### src/rtl/address_arbiter.sv
// address_arbiter: registered N_CH-way address arbiter for the sample RAM port.
// Fixed-priority (RR=0) or round-robin (RR=1) arbitration; MAX_HOLD bounds
// how long one channel keeps the grant while others are waiting.
// Build option: ADDRESS_ARBITER_HOLD_LAST_EN -- when defined, adOut keeps the
// last granted address while idle; otherwise idle adOut tracks channel 0.

// Per-channel slice: eligibility for arbitration and an AND-mask of the
// channel's address so the top can OR-reduce to the selected address.
module address_arbiter_lane #(
  parameter int AW  = 15,
  parameter int IW  = 2,
  parameter int IDX = 0
) (
  input  logic          req_bit,
  input  logic          mask_bit,
  input  logic [AW-1:0] ad_slice,
  input  logic [IW-1:0] sel,
  output logic          elig,
  output logic [AW-1:0] ad_masked
);

  // channel competes unless it is the holder being forced off
  assign elig      = req_bit & ~mask_bit;
  assign ad_masked = (sel == IW'(IDX)) ? ad_slice : '0;

endmodule

module address_arbiter #(
  parameter  int N_CH     = 4,
  parameter  int AW       = 15,
  parameter  int RR       = 0,
  parameter  int MAX_HOLD = 8,
  localparam int IW       = ($clog2(N_CH) < 1) ? 1 : $clog2(N_CH),
  localparam int HW       = (MAX_HOLD < 1) ? 1 : $clog2(MAX_HOLD + 1)
) (
  input  logic               clock,
  input  logic               resetn,
  input  logic [N_CH-1:0]    req,
  input  logic [N_CH*AW-1:0] ad,
  output logic [AW-1:0]      adOut,
  output logic               en,
  output logic [N_CH-1:0]    grant,
  output logic [IW-1:0]      gnt_idx
);

  localparam logic [0:0] S_IDLE  = 1'b0;
  localparam logic [0:0] S_GRANT = 1'b1;

  logic [0:0]                 state;
  logic [HW-1:0]              hold_cnt;
  logic [IW-1:0]              last;

  logic                       cur_req;
  logic                       other_req;
  logic                       hold_ok;
  logic                       stay;
  logic [N_CH-1:0]            mask;
  logic [N_CH-1:0]            elig;
  logic                       win_vld;
  logic [IW-1:0]              win_idx;
  logic                       nxt_vld;
  logic [IW-1:0]              nxt_idx;
  logic [N_CH-1:0]            nxt_oh;
  logic [N_CH-1:0][AW-1:0]    ad_masked;
  logic [AW-1:0]              ad_sel;

  // grant register is one-hot of the current holder (zero when idle)
  assign cur_req   = |(req & grant);
  assign other_req = |(req & ~grant);
  assign hold_ok   = (MAX_HOLD == 0) || (hold_cnt < HW'(MAX_HOLD)) || !other_req;
  assign stay      = (state == S_GRANT) && cur_req && hold_ok;
  // the holder is excluded only when it is being forced off by the hold limit
  assign mask      = cur_req ? grant : '0;

  genvar g;
  generate
    for (g = 0; g < N_CH; g++) begin : g_lane
      address_arbiter_lane #(.AW(AW), .IW(IW), .IDX(g)) u_lane (
        .req_bit   (req[g]),
        .mask_bit  (mask[g]),
        .ad_slice  (ad[g*AW +: AW]),
        .sel       (nxt_idx),
        .elig      (elig[g]),
        .ad_masked (ad_masked[g])
      );
    end
  endgenerate

  // pick a winner among eligible channels: lowest index, or rotate from last+1
  always_comb begin
    win_vld = 1'b0;
    win_idx = '0;
    if (RR != 0) begin
      for (int k = 1; k <= N_CH; k++) begin
        int c;
        c = (int'(last) + k) % N_CH;
        if (!win_vld && elig[c]) begin
          win_vld = 1'b1;
          win_idx = IW'(c);
        end
      end
    end else begin
      for (int i = N_CH - 1; i >= 0; i--) begin
        if (elig[i]) begin
          win_vld = 1'b1;
          win_idx = IW'(i);
        end
      end
    end
  end

  // next owner and its address (OR of masked lane addresses)
  always_comb begin
    nxt_vld = stay | win_vld;
    nxt_idx = stay ? gnt_idx : win_idx;
    nxt_oh  = '0;
    nxt_oh[nxt_idx] = 1'b1;
    ad_sel  = '0;
    for (int i = 0; i < N_CH; i++) ad_sel = ad_sel | ad_masked[i];
  end

  // FSM, hold counter, round-robin pointer and registered outputs
  always_ff @(posedge clock or negedge resetn) begin
    if (!resetn) begin
      state    <= S_IDLE;
      hold_cnt <= '0;
      last     <= IW'(N_CH - 1);
      adOut    <= '0;
      en       <= 1'b0;
      grant    <= '0;
      gnt_idx  <= '0;
    end else if (nxt_vld) begin
      state   <= S_GRANT;
      en      <= 1'b1;
      grant   <= nxt_oh;
      gnt_idx <= nxt_idx;
      adOut   <= ad_sel;
      if (stay) begin
        if (MAX_HOLD != 0 && hold_cnt != HW'(MAX_HOLD))
          hold_cnt <= hold_cnt + 1'b1;
      end else begin
        hold_cnt <= HW'(1);
        last     <= win_idx;
      end
    end else begin
      state    <= S_IDLE;
      en       <= 1'b0;
      grant    <= '0;
      hold_cnt <= '0;
`ifdef ADDRESS_ARBITER_HOLD_LAST_EN
      adOut    <= adOut;
`else
      adOut    <= ad[AW-1:0];
`endif
    end
  end

endmodule

### config.mk
export PLATFORM = sky130hd
export DESIGN_NAME = address_arbiter
export DESIGN_NICKNAME = d
export VERILOG_FILES = /design/src/rtl/address_arbiter.sv
export SDC_FILE = /design/constraint.sdc
export NUM_CORES = 1
export LEC_CHECK = 0
export CAP_MARGIN = 20
export CORE_MARGIN = 2
export CORE_UTILIZATION = 43
export DETAILED_ROUTE_END_ITERATION = 8
export MAX_ROUTING_LAYER = met4
export PLACE_DENSITY = 0.88
export SLEW_MARGIN = 10
export SYNTH_ARGS = -nofsm -noshare
export SYNTH_HDL_FRONTEND = slang
export SYNTH_SLANG_ARGS = --single-unit
export TNS_END_PERCENT = 10
### constraint.sdc
create_clock -name clock -period 3.6 [get_ports clock]
set_clock_uncertainty 0.1 [all_clocks]
set_input_delay 0.54 -clock clock [delete_from_list [all_inputs] [get_ports clock]]
set_output_delay 0.54 -clock clock [all_outputs]
set_load 0.02 [all_outputs]
==> results.toml <==
[status]
outcome = "finished clean"

[setup_path]
path_buf_inv = 1
path_delay_family = "compound AO/OA/AOI/OAI gates"
endpoint = "adOut[0]$_DFF_PN0_"
cp_num_cells = 6
slowest_stage = "a21boi_2"
reg2reg_from = "grant[2]$_DFF_PN0_"
worstPathArrival_ns = 2.72
cp_max_fo = 22
r2r-end = "adOut[0]$_DFF_PN0_"
critPathKind = "in -> reg"
cp.required_ns = 3.69
max_stage_delay_ns = 0.66
r2r_slack_ns = 1.30
cp-start-kind = "input pin"
cp_cell_sequence = "clkdlybuf4s50_1, nand2b_2, a41o_1, a21boi_2, o21ai_0, a32oi_1"
cp-startpoint = "req[1]"
cp-end-kind = "flip-flop"
reg2reg_depth = 5

[die]
fp.dieH_um = 67.3
num_io_pins = 88
start_util_pct = 43.8
die_width_um = 67.3
dieArea_um2 = 4540
rows = 23
fp.coreArea_um2 = 3940

[pwr]
leakage_nw = 0.978
total_power_mw = 1.98
power_density_nw_per_um2 = 752
max-vdd-ir-drop_mv = 0.480

[clocking]
clock_path_buffers = 2
numCtsBuffers = 3
ctsHoldBuffers = 0
clkSlewWorstSetupHoldPaths_ns = 0.09
cts_tree = "built"
cts_sinks = 26
postCtsSetupRepairBufs = 0
cts_root_buffer = "clkbuf_8"
insertion_delay_ns = 0.27
h-tree-depth = 1
cts.repair.resized = 0

[sta]
hold_viol = 0
slew_violations = 0
fmax_mhz = 380
slew_headroom_pct = 44.6
finalSetupTns_ns = 0
setup_viol = 0
tightestPinTransition_ns = 0.826
min_period_ns = 2.63
rsz0062_at_grt = "false"
period_share_pct = 73.2

[placed_design]
place.gp.congestion = 0.867
io_buffers = 87
dp_hpwl_um = 3930

[finish]
fin_nets = 331
area_growth_pct = 52.9
fillCellCount = 326
num_antenna_cells = 0
final_core_util_pct = 66.9
final_cell_mix = "clkdlybuf4s50_1, o21ai_0, dfrtp_1, a32oi_1, nand3_1"
drive_gt1_share_pct = 9.58
layout_commonest_cell = "clkdlybuf4s50_1"

[hold_path]
hp-class = "reg -> reg"

[synth]
synth_seq_cells = 26
synth_top_family_by_area = "compound AO/OA/AOI/OAI gates"
synth_nets = 249
synthMuxAreaShare_pct = 0
yosysUniqueCellTypes = 39
yosys.area_share.xor_xnor_pct = 0.508
ys_seq_area_share_pct = 37.7
synth.avg_cell_area_um2 = 9.53
synth.cell_area_um2 = 1730
synth_simple_gate_area_share_pct = 18.3
synthCells = 181
ys_warn_count = 0
synth-adder-area-share_pct = 1.45
synth-compound-area-share_pct = 37.0

[global_route]
grt_usage_pct = 24.9
grt_start_max_net_pins = 27
grt_pass1_wl_um = 8230
grt_pass1_vias = 1644
grt-ovfl-total = 0
antenna_found_initial = 0

[route]
wl_per_cell_um = 17.4
wl_um = 5400
drc = 0
vias = 1854
dr.pass1.iters = 4
drtIter0Drc = 216
vias_per_cell = 5.96
ant_nets = 0

[flow_run]
maxCapViolations = 0
sequential cells by signal (all words and copies together), names as in the netlist:
| register | count |
|---|---|
| adOut | 15 |
| hold_cnt | 4 |
| gnt_idx | 2 |
| state | 1 |
| grant | 4 |
layout make-up:
type	count	area, um2	share of cell area, %
multi-input cells	139	987	37.4
repair buffers	88	878	33.3
flip-flops and latches	26	651	24.7
well taps	50	62.6	2.37
clock buffers	3	41.3	1.56
inverters	5	18.8	0.711
report_power, final:
group          internal, mW  switching (mW)
combinational         0.567           0.720
sequential            0.431          0.0945
clock                0.0752          0.0956
metal layers:
| layer | vias to the layer above | part of all wire, % | global-route usage, % | wire length, um |
|---|---|---|---|---|
| met3 | 8 | 3.9 | 3.67 | 213 |
| met2 | 58 | 52 | 41.0 | 2820 |
| met1 | 921 | 43 | 32.2 | 2310 |
| met5 | - | 0 | - | 0 |
| li1 | 867 | - | - | - |
| met4 | 0 | 1.1 | 6.38 | 62 |
tightest hold or removal path, stage by stage, from the launching register on:
cell,delay [ns]
dfrtp_1,0.42
nand2_1,0.07
a21oi_1,0.05
synthesized netlist by cell type (all sizes together):
cell type	n	share of area, %
a2111oi	1	0.87
a211oi	2	0.87
a21bo	1	0.94
a21boi	2	1.7
a21oi	4	1.2
a221oi	1	1.5
a22oi	2	1.5
a31oi	1	0.36
a32oi	22	11
a41o	1	0.58
a41oi	1	1.6
and2	2	0.87
buf	11	4.0
dfrtp	26	38
ha	2	1.5
inv	5	1.1
nand2	11	2.4
nand2b	5	3.0
nand3	13	3.8
nand3b	1	0.44
nand4	4	1.5
nor2	7	1.5
nor2b	2	0.73
nor3	2	0.58
nor4	1	0.73
nor4b	2	1.7
o211ai	1	1.2
o21ai	43	13
o22ai	1	0.36
or2	3	1.1
xnor2	1	0.51
worst min path at each step:
stage / slack (ns) / cells after the start / startpoint / to
2_1_floorplan: 0.14 / 0 / resetn / adOut[0]$_DFF_PN0_
3_3_place_gp: 0.46 / 2 / hold_cnt[1]$_DFFE_PN0P_ / hold_cnt[1]$_DFFE_PN0P_
3_5_place_dp: 0.47 / 2 / hold_cnt[1]$_DFFE_PN0P_ / hold_cnt[1]$_DFFE_PN0P_
4_1_cts: 0.48 / 2 / hold_cnt[1]$_DFFE_PN0P_ / hold_cnt[1]$_DFFE_PN0P_
5_1_grt: 0.52 / 2 / hold_cnt[1]$_DFFE_PN0P_ / hold_cnt[1]$_DFFE_PN0P_
6_report: 0.48 / 2 / hold_cnt[1]$_DFFE_PN0P_ / hold_cnt[1]$_DFFE_PN0P_
stage by stage:
stage                     instance area [um2]  instances  worst slack (ns)  hold WS (ns)
after CTS                                2640        311              1.01         0.480
after floorplan                          1730        181              1.80         0.144
after global routing                     2640        311             0.807         0.519
final                                    2640        311             0.965         0.479
after detailed placement                 2600        308             0.724         0.466
after global placement                   2600        308             0.810         0.459
logic make-up (layout without fill, tap and decap cells):
kind of cell             count (synthesis)  in the layout
AO/OA/AOI/OAI                           83             83
XOR/XNOR                                 1              1
adder cells (fa/ha/maj)                  2              2
buffers and inverters                   16             96
flip-flops                              26             26
AND/OR/NAND/NOR                         53             53
No activity file was read; power rests on OpenSTA's default activity.
